$ cat config.mk
export PLATFORM = sky130hd
export DESIGN_NAME = piso_serializer
export DESIGN_NICKNAME = d
export VERILOG_FILES = /design/src/rtl/piso_pkg.sv /design/src/rtl/piso_serializer.sv
export SDC_FILE = /design/constraint.sdc
export NUM_CORES = 1
export LEC_CHECK = 0
export ABC_AREA = 1
export CAP_MARGIN = 5
export CORE_AREA = 2 2 39 41
export CTS_CLUSTER_DIAMETER = 50
export DETAILED_ROUTE_END_ITERATION = 10
export DIE_AREA = 0 0 41 43
export PLACE_DENSITY = 0.76
export SYNTH_ARGS = -nofsm -noshare
export SYNTH_HDL_FRONTEND = slang
export SYNTH_SLANG_ARGS = --single-unit
$ cat constraint.sdc
create_clock -name clk -period 1.2 [get_ports clk]
set_clock_uncertainty 0.2 [all_clocks]
set_input_delay 0.24 -clock clk [delete_from_list [all_inputs] [get_ports clk]]
set_output_delay 0.24 -clock clk [all_outputs]
set_load 0.02 [all_outputs]
$ cat src/rtl/piso_pkg.sv
// Shared types for the parallel-in serial-out serializer.
// State encoding used by the serializer FSM.
package piso_pkg;

  typedef enum logic {
    ST_IDLE  = 1'b0,
    ST_SHIFT = 1'b1
  } state_t;

endpackage

$ cat src/rtl/piso_serializer.sv
// Parallel-in serial-out serializer with valid/ready load side.
// Back-to-back words stream with no idle gap between frames.
module piso_serializer
  import piso_pkg::*;
#(
  parameter int WIDTH     = 4,
  parameter bit MSB_FIRST = 1'b1
) (
  input  logic             clk,
  input  logic             reset_n,
  input  logic             load_valid,
  input  logic [WIDTH-1:0] load_data,
  output logic             load_ready,
  output logic             serial_out,
  output logic             serial_valid,
  output logic             frame_start,
  output logic             frame_done,
  output logic             busy
);

  localparam int CW = $clog2(WIDTH);
  localparam logic [CW-1:0] LAST = CW'(WIDTH - 1);

  state_t           state;
  logic [CW-1:0]    bit_cnt;
  logic [WIDTH-1:0] sreg;
  logic             accept;

  assign load_ready = (state == ST_IDLE) || (bit_cnt == LAST);
  assign accept     = load_valid && load_ready;

  // Current bit always sits at the outgoing end of the register;
  // the register is cleared in IDLE so serial_out reads 0 there.
  assign serial_out = MSB_FIRST ? sreg[WIDTH-1] : sreg[0];

  always_ff @(posedge clk or negedge reset_n) begin
    if (!reset_n) begin
      state        <= ST_IDLE;
      bit_cnt      <= '0;
      sreg         <= '0;
      serial_valid <= 1'b0;
      frame_start  <= 1'b0;
      frame_done   <= 1'b0;
      busy         <= 1'b0;
    end else if (accept) begin
      state        <= ST_SHIFT;
      bit_cnt      <= '0;
      sreg         <= load_data;
      serial_valid <= 1'b1;
      frame_start  <= 1'b1;
      frame_done   <= 1'b0;
      busy         <= 1'b1;
    end else if (state == ST_SHIFT) begin
      frame_start <= 1'b0;
      if (bit_cnt == LAST) begin
        state        <= ST_IDLE;
        bit_cnt      <= '0;
        sreg         <= '0;
        serial_valid <= 1'b0;
        frame_done   <= 1'b0;
        busy         <= 1'b0;
      end else begin
        bit_cnt    <= bit_cnt + CW'(1);
        frame_done <= (bit_cnt + CW'(1)) == LAST;
        if (MSB_FIRST)
          sreg <= {sreg[WIDTH-2:0], 1'b0};
        else
          sreg <= {1'b0, sreg[WIDTH-1:1]};
      end
    end
  end

endmodule

---- Word-level counts from Yosys, hierarchy flattened ----
Cells that the tools add are included.
word-level totals
  bits in registers ....................... 10
  input port bits ......................... 7
  word-level logic and storage cells ...... 32
  output and inout bits ................... 6
cells by class
  muxes and demuxes ....................... 17
  reductions and logical operators ........ 5
  equality and inequality tests ........... 2
  bitwise logic cells ..................... 1
  $add $sub $neg .......................... 1
operator list
  cell                 count
  $mux 4               3
  $mux 1               11
  $mux 2               3
  $eq 2x2->1 const B   2
  $reduce_bool 2->1    2
  $add 2x1->2 const B  1
  $reduce_and 2->1     1
  $logic_and 1x1->1    1
  $logic_or 1x1->1     1
  $not 1->1            1

---- Depth between registers and ports, before layout ----
Gate-level depths: netlist of run 1.
  word-level depth ........................ 5
  mapped depth ............................ 7
  depth with buffers taken out ............ 7

---- Least setup slack after synthesis of run 1 ----
OpenSTA, ideal clock, no wires.
  kind .................................... register -> register
  start ................................... register bit_cnt[0]
  end ..................................... register sreg[1]
  setup slack ............................. -0.194 ns
  data arrival time ....................... 1.077 ns
  required time ........................... 0.883 ns
  path buffers ............................ 0
  stages on the path, launching flop included .. 8
  setup time .............................. 0.117 ns
  clock period less this slack ............ 1.394 ns
  cell sequence ........................... dfrtp_1 ha_1 inv_1 nand2_4 nand2_4 nand2_1 nand3_1 nand2_1
on the way
  longest elaborated chain between the ends .. 4
  elaborated cells between the ends (all ways) .. 7
  those cells by class .................... 1 x eq/ne; 3 x mux; 3 x reduce/logical
ends and longest elaborated chain
  item                                         RTL line               source
  start, declared                              piso_serializer.sv:25  logic [CW-1:0] bit_cnt;
  start signal, assigned                       piso_serializer.sv:63  bit_cnt <= bit_cnt + CW'(1);
  $eq 2x2->1 *                                 piso_serializer.sv:29  assign load_ready = (state == ST_IDLE) || (bit_cnt == LAST);
  $logic_or 1x1->1 *                           piso_serializer.sv:29
  named net load_ready                         piso_serializer.sv:13  output logic load_ready,
  $logic_and 1x1->1 *                          piso_serializer.sv:30  assign accept = load_valid && load_ready;
  $mux 4 or $reduce_bool 2->1 (tied branches)  -
  end signal, assigned                         piso_serializer.sv:48  sreg <= load_data;
  end signal, assigned                         piso_serializer.sv:66  sreg <= {sreg[WIDTH-2:0], 1'b0};
  end signal, assigned                         piso_serializer.sv:68  sreg <= {1'b0, sreg[WIDTH-1:1]};
  end, declared                                piso_serializer.sv:26  logic [WIDTH-1:0] sreg;
The timed path passes the listed nets; every way through them passes the cells marked *. The select of a mux whose other input is x is not followed.
A chain may end at the register's enable or synchronous reset.

---- Final worst setup path of run 1 ----
  start ................................... register bit_cnt[1]
  end ..................................... output load_ready
on the way
  longest elaborated chain between the ends .. 2
ends and longest elaborated chain
  item              RTL line
  $eq 2x2->1        piso_serializer.sv:29
  $logic_or 1x1->1  piso_serializer.sv:29
  end, declared     piso_serializer.sv:13
No other way between the ends.

==> impl_metrics.tcl, run 1 <==
set metrics [dict create \
    failed_checks "setup timing" \
    drive_above_1_share_pct 39.1 \
    routed_wl_um 1150 \
    avgSynthCellArea_um2 8.49 \
    h-tree-depth 1 \
    async_flop_share_pct 100 \
    synth-edff-count 0 \
    drt_iter0_markers 10 \
    grtUsageTotal_pct 16.6 \
    cts_tree "built" \
    powerDensity_nw_per_um2 2440 \
    dr.pass1.iters 4 \
    setup-violations-final 16 \
    layout_setup_ws_ns -0.336 \
    yosysMostFrequentCell "nand2_1" \
    die_w_um 41 \
    start_util_pct 36.8 \
    reg2reg_to "sreg[2]$_DFFE_PN0P_" \
    dp_cells 99 \
    setup.worst_path.start_class "flip-flop" \
    cts-root-buf "clkbuf_4" \
    syn_inst 60 \
    rsz0062_at_grt "true" \
    dp_slack_ns -0.464 \
    path_clk_slew_ns 0.06 \
    core_area_um2 1380 \
    cts_buffer_depth 2 \
    grt_pass1_wl_um 1880 \
    die_h_um 43 \
    path_class "flip-flop to primary output" \
    antenna_found_initial 0 \
    ys_top_cells_by_area "dfrtp_1 49%, nand2_1 19%, nand3_1 7.9%, inv_1 5.2%, ha_1 4.9%" \
    syn_nets 69 \
    wire_per_inst_um 10.6 \
    ant_nets 0 \
    synthFlopType "dfrtp_1" \
    drv_cap 0 \
    ys_types 11 \
    hold_viol 0 \
    leakagePower_nw 0.464 \
    cp-end-kind "primary output" \
    synth.cell_area_um2 509 \
    tightest_slew_ns 0.169 \
    io_pins 13 \
    cts_inserted_buffers 3 \
    dieArea_um2 1760 \
    required_ns 0.76 \
    place_hpwl_um 822 \
    crit_end "load_ready" \
    vias 469 \
    synth-seq-cells 10 \
    drc 0 \
    gr-total-overflow 0 \
    ys_seq_area_share_pct 49.1 \
    fmax_ghz 0.651 \
    avgViaCountPerCell 4.34 \
    regArea_um2 250 \
    finish.utilization_pct 60.8 \
    fin_cells 108 \
    clkSinkCount 10 \
    multi_input_area_um2 236 \
    ff2ff_setup_slack_ns -0.23 \
    r2r_cells 8 \
    crit_start "bit_cnt[1]$_DFFE_PN0P_" \
    synthTopCellsByCount "26 x nand2_1, 10 x dfrtp_1, 8 x nand3_1" \
    min-delay-path-class "primary input to async pin" \
    fillerInstances 115 \
    r2r_start "bit_cnt[1]$_DFFE_PN0P_" \
    slew_headroom_pct 88.8 \
    ys_warn_count 0 \
    crit_fanout 2 \
    finalCritPeriodShare_pct 128 \
    fin_nets 103 \
    io_buffers 12 \
    slew_violations 0 \
    synth_top_area_cell "dfrtp_1" \
    ir_drop_mv 1.19 \
    grt_pass1_vias 474 \
    period_minus_slack_ns 1.54 \
    outcome "complete, but fails checks" \
    n_antenna_cell 0 \
    grt_max_degree 11 \
    clock_latency_ns 0.26 \
    num_rows 14 \
    place_congestion 0.748 \
    cts_hold_buf 0 \
    crit_arrival_ns 1.10 \
    synth_top_area_share_pct 49.1 \
    syn_to_final_growth_pct 65.4 \
]
per-stage QoR:
stage	power, W	setup TNS (ns)	area, um2	hold slack [ns]
6_report	0.00205	-2.10	842	0.0893
3_3_place_gp	0.00157	-3.67	743	0.266
2_1_floorplan	0.00110	-0.486	512	-0.256
4_1_cts	0.00205	-2.98	831	0.0867
3_5_place_dp	0.00161	-3.87	743	0.278
5_1_grt	0.00223	-3.02	842	0.0842
placed cells by master, fill, tap and decap left out, types with 3 or more instances in the layout:
cell type / n
buf_4: 17
buf_6: 7
clkbuf_4: 3
clkdlybuf4s50_1: 6
dfrtp_1: 10
inv_1: 6
nand2_1: 25
nand3_1: 7
repair_timing:
action | CTS | global route
pin swaps | 3 | 1
gates resized for setup | 40 | 3
buffers inserted | 6 | 1
gates cloned | 0 | 0
endpoints found under the setup margin | 15 | 16
metal layers:
| metal | part of all wire, % | global-route usage (%) | vias up |
|---|---|---|---|
| met5 | 0 | 0 | - |
| met4 | 0 | 10.0 | 0 |
| met3 | 5.5 | 6.28 | 0 |
| met2 | 55 | 25.3 | 16 |
| met1 | 40 | 18.6 | 204 |
| li1 | - | - | 249 |
registers in the layout, indices dropped and copies added (netlist names):
signal / cells
state: 1
bit_cnt: 2
busy: 1
frame_start: 1
frame_done: 1
sreg: 4
kinds of logic (layout without fill, tap and decap cells):
group	count (synthesis)	in the layout	synth area share, %
compound gates	1	1	0.982
fa+ha+maj	2	2	4.91
flops	10	10	49.1
buf+inv	9	41	8.85
simple gates	38	38	36.1
area by class of cell:
cell class | instances | area share, %
clock buffer | 3 | 2.67
inverter | 7 | 3.12
tap | 16 | 2.38
multi-input combinational | 41 | 28.1
timing repair buffer | 31 | 34.0
sequential | 10 | 29.7
how the worst min path moves through the flow:
| stage | startpoint | endpoint | slack, ns | cells past startpoint |
|---|---|---|---|---|
| 2_1_floorplan | reset_n | bit_cnt[0]$_DFFE_PN0P_ | -0.26 | 0 |
| 4_1_cts | reset_n | sreg[3]$_DFFE_PN0P_ | 0.09 | 2 |
| 5_1_grt | reset_n | frame_done$_DFFE_PN0P_ | 0.08 | 2 |
| 3_5_place_dp | sreg[0]$_DFFE_PN0P_ | sreg[0]$_DFFE_PN0P_ | 0.28 | 2 |
| 6_report | reset_n | frame_done$_DFFE_PN0P_ | 0.09 | 2 |
| 3_3_place_gp | sreg[0]$_DFFE_PN0P_ | sreg[0]$_DFFE_PN0P_ | 0.27 | 2 |
worst max-delay path, stage by stage, from the launching register on:
cell     delay (ns)
dfrtp_1        0.38
ha_2           0.20
inv_2          0.07
nand2_4        0.05
buf_6          0.13
power breakdown:
part,switching [W],internal [W]
registers,0.0000971,0.000481
clock network,0.000113,0.000116
logic,0.000582,0.000665
Note: power is estimated with default switching activity, not from simulation.
==> run 2: changes to the inputs <==
==> constraint.sdc (replaced) <==
create_clock -name clk -period 1.2 [get_ports clk]
set_clock_uncertainty 0.2 [all_clocks]
set_input_delay 0.18 -clock clk [delete_from_list [all_inputs] [get_ports clk]]
set_output_delay 0.18 -clock clk [all_outputs]
set_load 0.02 [all_outputs]
==> run 2 against run 1 <==
Against the previous run: the run still ends with setup timing left; sequential share of layout area grew 2.0 points; global-route usage decreased by 3.1 points; sequential power about the same; setup slack improved by 0.076 ns; hold slack improved by 0.17 ns; routed wire length down 16%; die area unchanged; power is 8.4% lower; highest routed layer is now met4.
==> impl_metrics.tcl, run 2 (same netlist as run 1, synthesis figures left out) <==
set metrics [dict create \
    outcome "complete, but fails checks" \
    failed_checks "setup timing" \
    ant_nets 0 \
    slew_headroom_pct 90.8 \
    setup-violations-final 10 \
    clkSinkCount 10 \
    fin_nets 100 \
    cts_tree "built" \
    cp-end-kind "primary output" \
    p_sw_w 0.000716 \
    crit_end "load_ready" \
    path_class "flip-flop to primary output" \
    p_seq_share_pct 30.6 \
    switching_share_pct 38.1 \
    start_util_pct 36.8 \
    layout_commonest_cell "nand2_1" \
    largest_reg_flops 4 \
    die_w_um 41 \
    place_hpwl_um 709 \
    drc 0 \
    io_pins 13 \
    drv_cap 0 \
    reg2reg_to "sreg[2]$_DFFE_PN0P_" \
    setup.worst_path.start_class "flip-flop" \
    grtUsageTotal_pct 13.5 \
    combPwrFrac_pct 57.4 \
    tightest_slew_ns 0.139 \
    n_antenna_cell 0 \
    path_clk_slew_ns 0.06 \
    cts_inserted_buffers 3 \
    ff2ff_setup_slack_ns -0.21 \
    routed_wl_um 965 \
    leakagePower_nw 0.445 \
    slew_violations 0 \
    powerDensity_nw_per_um2 2380 \
    dieArea_um2 1760 \
    layout_setup_ws_ns -0.261 \
    num_rows 14 \
    cts_buffer_depth 2 \
    vias 455 \
    internal_power_w 0.00116 \
    r2r_cells 8 \
    antenna_found_initial 0 \
    fmax_ghz 0.685 \
    place_congestion 0.745 \
    crit_arrival_ns 1.08 \
    gr-total-overflow 0 \
    largestRegisters "sreg (4), bit_cnt (2)" \
    wire_per_inst_um 9.19 \
    finalPower_w 0.00188 \
    syn_to_final_growth_pct 55.0 \
    top_register "sreg" \
    crit_fanout 2 \
    r2r_start "bit_cnt[0]$_DFFE_PN0P_" \
    fin_cells 105 \
    finalCritPeriodShare_pct 122 \
    grt_pass1_vias 409 \
    avgViaCountPerCell 4.33 \
    crit_start "bit_cnt[0]$_DFFE_PN0P_" \
    fillerInstances 140 \
    grt_pass1_wl_um 1550 \
    grt_max_degree 11 \
    pwr-share-clk_pct 12.0 \
    mostFrequentLayoutCells "26 x nand2_1, 15 x buf_4, 10 x dfrtp_1" \
    h-tree-depth 1 \
    drive_above_1_share_pct 33.7 \
    clock_latency_ns 0.26 \
    min-delay-path-class "primary input to flip-flop" \
    cts-root-buf "clkbuf_4" \
    hold_viol 0 \
    dp_cells 99 \
    core_area_um2 1380 \
    rsz0062_at_grt "true" \
    ir_drop_mv 1.16 \
    period_minus_slack_ns 1.46 \
    fin_worst_hold_slack_ns 0.263 \
    dr.pass1.iters 4 \
    die_h_um 43 \
    drt_iter0_markers 6 \
    required_ns 0.82 \
    io_buffers 12 \
]
run 2: area by class of cell:
type	count	area (um2)	area share [%]
clock buffer	3	22.5	2.85
sequential	10	250	31.7
multi-input combinational	41	220	27.9
inverter	7	26.3	3.33
timing repair buffer	28	250	31.7
tap	16	20.0	2.54
run 2: worst max-delay path: stages, from the launching register on:
cell     delay [ns]
dfrtp_1        0.38
ha_2           0.19
inv_2          0.07
nand2_4        0.05
buf_6          0.12
run 2: how the worst min path moves through the flow:
| stage | start | end | slack [ns] | cells past startpoint |
|---|---|---|---|---|
| 3_5_place_dp | sreg[0]$_DFFE_PN0P_ | sreg[0]$_DFFE_PN0P_ | 0.27 | 2 |
| 3_3_place_gp | sreg[0]$_DFFE_PN0P_ | sreg[0]$_DFFE_PN0P_ | 0.27 | 2 |
| 4_1_cts | load_data[0] | sreg[0]$_DFFE_PN0P_ | 0.27 | 3 |
| 5_1_grt | load_data[0] | sreg[0]$_DFFE_PN0P_ | 0.30 | 3 |
| 6_report | load_data[0] | sreg[0]$_DFFE_PN0P_ | 0.26 | 3 |
| 2_1_floorplan | reset_n | bit_cnt[0]$_DFFE_PN0P_ | -0.32 | 0 |
run 2: what timing repair did:
item                       CTS  global route
cloned                       0             0
hold endpoints to repair    10             0
hold buffers                 1             0
gates resized for setup     28            10
setup endpoints to repair   15            16
buffers inserted             1             1
pin swaps                    2             0
run 2: power groups by stage:
| stage | clock network [W] | registers (W) | logic [W] |
|---|---|---|---|
| floorplan | 0 | 0.000651 | 0.000450 |
| global placement | 0 | 0.000557 | 0.00100 |
| detailed placement | 0 | 0.000567 | 0.00101 |
| CTS | 0.000235 | 0.000558 | 0.000997 |
| global route | 0.000252 | 0.000595 | 0.00121 |
| finish | 0.000225 | 0.000576 | 0.00108 |
run 2: through the flow:
step | TNS [ns] | setup slack [ns] | util [%] | cell area [um2]
floorplan | -0.486 | -0.124 | - | 512
global placement | -2.81 | -0.378 | 52.8 | 731
detailed placement | -2.88 | -0.393 | 52.8 | 731
CTS | -1.54 | -0.274 | 54.2 | 751
global route | -2.23 | -0.312 | 57.1 | 790
finish | -1.43 | -0.261 | 57.1 | 790
run 2: metal layers:
metal / GRT usage, % / part of all wire, % / vias to the layer above
met4: 8.00 / 2.9 / 0
met1: 18.1 / 46 / 196
met5: 0 / 0 / -
met3: 4.71 / 4.4 / 2
li1: - / - / 241
met2: 18.1 / 47 / 16
==> run 3: changes to the inputs <==
--- a/config.mk
+++ b/config.mk
@@ -11,7 +11,8 @@
 export CTS_CLUSTER_DIAMETER = 50
 export DETAILED_ROUTE_END_ITERATION = 10
 export DIE_AREA = 0 0 41 43
-export PLACE_DENSITY = 0.76
+export PLACE_DENSITY = 0.74
+export SKIP_CTS_REPAIR_TIMING = 1
 export SYNTH_ARGS = -nofsm -noshare
 export SYNTH_HDL_FRONTEND = slang
 export SYNTH_SLANG_ARGS = --single-unit
==> constraint.sdc (replaced) <==
create_clock -name clk -period 1.6 [get_ports clk]
set_clock_uncertainty 0.2 [all_clocks]
set_input_delay 0.24 -clock clk [delete_from_list [all_inputs] [get_ports clk]]
set_output_delay 0.24 -clock clk [all_outputs]
set_load 0.02 [all_outputs]
==> run 3 against run 2 <==
Against the previous run: the flow now finishes without violations; clock power is 28% lower; flip-flop and latch count did not move; die area did not move.
==> impl_metrics.tcl, run 3 (same netlist as run 1, synthesis figures left out) <==
set metrics [dict create \
    cts_inserted_buffers 3 \
    antenna_found_initial 0 \
    cp-end-kind "primary output" \
    slowest_stage "dfrtp_1" \
    ant_nets 0 \
    path_class "flip-flop to primary output" \
    cts_tree "built" \
    top_register "sreg" \
    finalPower_w 0.00125 \
    slew_violations 0 \
    slowest_delay_ns 0.38 \
    routed_wl_um 945 \
    slew_headroom_pct 69.3 \
    grtUsageTotal_pct 13.6 \
    drive_above_1_share_pct 18.8 \
    grt_pass1_wl_um 1590 \
    worstPathCellList "ha_1, inv_2, nand2_4, clkbuf_2" \
    layout_commonest_cell "nand2_1" \
    die_w_um 41 \
    crit_arrival_ns 1.13 \
    crit_family "flip-flops" \
    core_area_um2 1380 \
    cts_buffer_depth 2 \
    cts-root-buf "clkbuf_4" \
    leakagePower_nw 0.452 \
    place_area_um2 696 \
    setup-violations-final 0 \
    hold_viol 0 \
    min-delay-path-class "primary input to async pin" \
    outcome "completed" \
    finish.utilization_pct 52.4 \
    finalCritPeriodShare_pct 98.0 \
    drv_cap 0 \
    largest_reg_flops 4 \
    dieArea_um2 1760 \
    io_buffers 12 \
    grt_max_degree 11 \
    grt_pass1_vias 380 \
    die_h_um 43 \
    num_rows 14 \
    crit_fanout 2 \
    fillerInstances 127 \
    mostFrequentLayoutCells "26 x nand2_1, 10 x dfrtp_1, 8 x nand3_1" \
    h-tree-depth 1 \
    tns_ns 0 \
    gr-total-overflow 0 \
    fmax_ghz 0.637 \
    drc 0 \
    io_pins 13 \
    tightest_slew_ns 0.459 \
    period_minus_slack_ns 1.57 \
    setup.worst_path.start_class "flip-flop" \
    dr.pass1.iters 4 \
    path_clk_slew_ns 0.06 \
    rsz0062_at_grt "true" \
    crit_buf_inv 2 \
    ir_drop_mv 0.652 \
    fin_nets 91 \
    wire_per_inst_um 9.84 \
    powerDensity_nw_per_um2 1720 \
    clkSinkCount 10 \
    n_antenna_cell 0 \
    vias 440 \
    design_area_um2 726 \
    largestRegisters "sreg (4), bit_cnt (2)" \
    clock_latency_ns 0.25 \
    start_util_pct 36.8 \
    drt_iter0_markers 9 \
    place_congestion 0.741 \
    syn_to_final_growth_pct 42.5 \
    avgViaCountPerCell 4.58 \
    place_hpwl_um 707 \
    required_ns 1.16 \
]
[run 3: cell types whose count changed in the layout (fill, tap and decap cells not counted), sizes merged]
cell          previous run  this run
buf                     21         7
dlymetal6s2s             0         5
clkbuf                   3         4
dlygate4sd3              1         0
[run 3: where the power goes]
part	internal [W]	total, W	leakage [nW]	switching [W]
logic	0.000303	0.000668	0.314	0.000365
clock network	0.0000863	0.000162	0.0138	0.0000755
registers	0.000361	0.000422	0.124	0.0000612
[run 3: metrics by stage]
| step | hold WS (ns) | setup slack, ns | cells |
|---|---|---|---|
| 5_1_grt | 0.134 | -0.0256 | 96 |
| 4_1_cts | 0.113 | -0.388 | 96 |
| 2_1_floorplan | -0.256 | 0.206 | 60 |
| 6_report | 0.103 | 0.0313 | 96 |
| 3_5_place_dp | 0.265 | -0.107 | 93 |
| 3_3_place_gp | 0.265 | -0.0713 | 93 |
[run 3: cell type report]
cell class | instances | area (um2) | area share [%]
well taps | 16 | 20.0 | 2.76
inverters | 7 | 26.3 | 3.62
flip-flops and latches | 10 | 250 | 34.5
repair buffers | 19 | 193 | 26.6
clock buffers | 3 | 22.5 | 3.10
multi-input cells | 41 | 214 | 29.5
[run 3: metal layers]
layer | routed length (um) | share of wire (%) | global-route usage [%]
met2 | 443 | 47 | 17.2
met1 | 426 | 45 | 19.3
met5 | 0 | 0 | 0
met3 | 59 | 6.2 | 4.71
met4 | 14 | 1.5 | 8.00
[run 3: final timing paths]
kind / from / slack, ns / cells after the start / to
max reg2reg: bit_cnt[0]$_DFFE_PN0P_ / 0.14 / 8 / sreg[3]$_DFFE_PN0P_
min reg2reg: frame_done$_DFFE_PN0P_ / 0.28 / 2 / frame_done$_DFFE_PN0P_
max: bit_cnt[0]$_DFFE_PN0P_ / 0.03 / 4 / load_ready
max in group asynchronous: reset_n / 0.78 / 1 / sreg[0]$_DFFE_PN0P_
min: reset_n / 0.10 / 1 / frame_start$_DFFE_PN0P_
min in group clk: frame_done$_DFFE_PN0P_ / 0.28 / 2 / frame_done$_DFFE_PN0P_
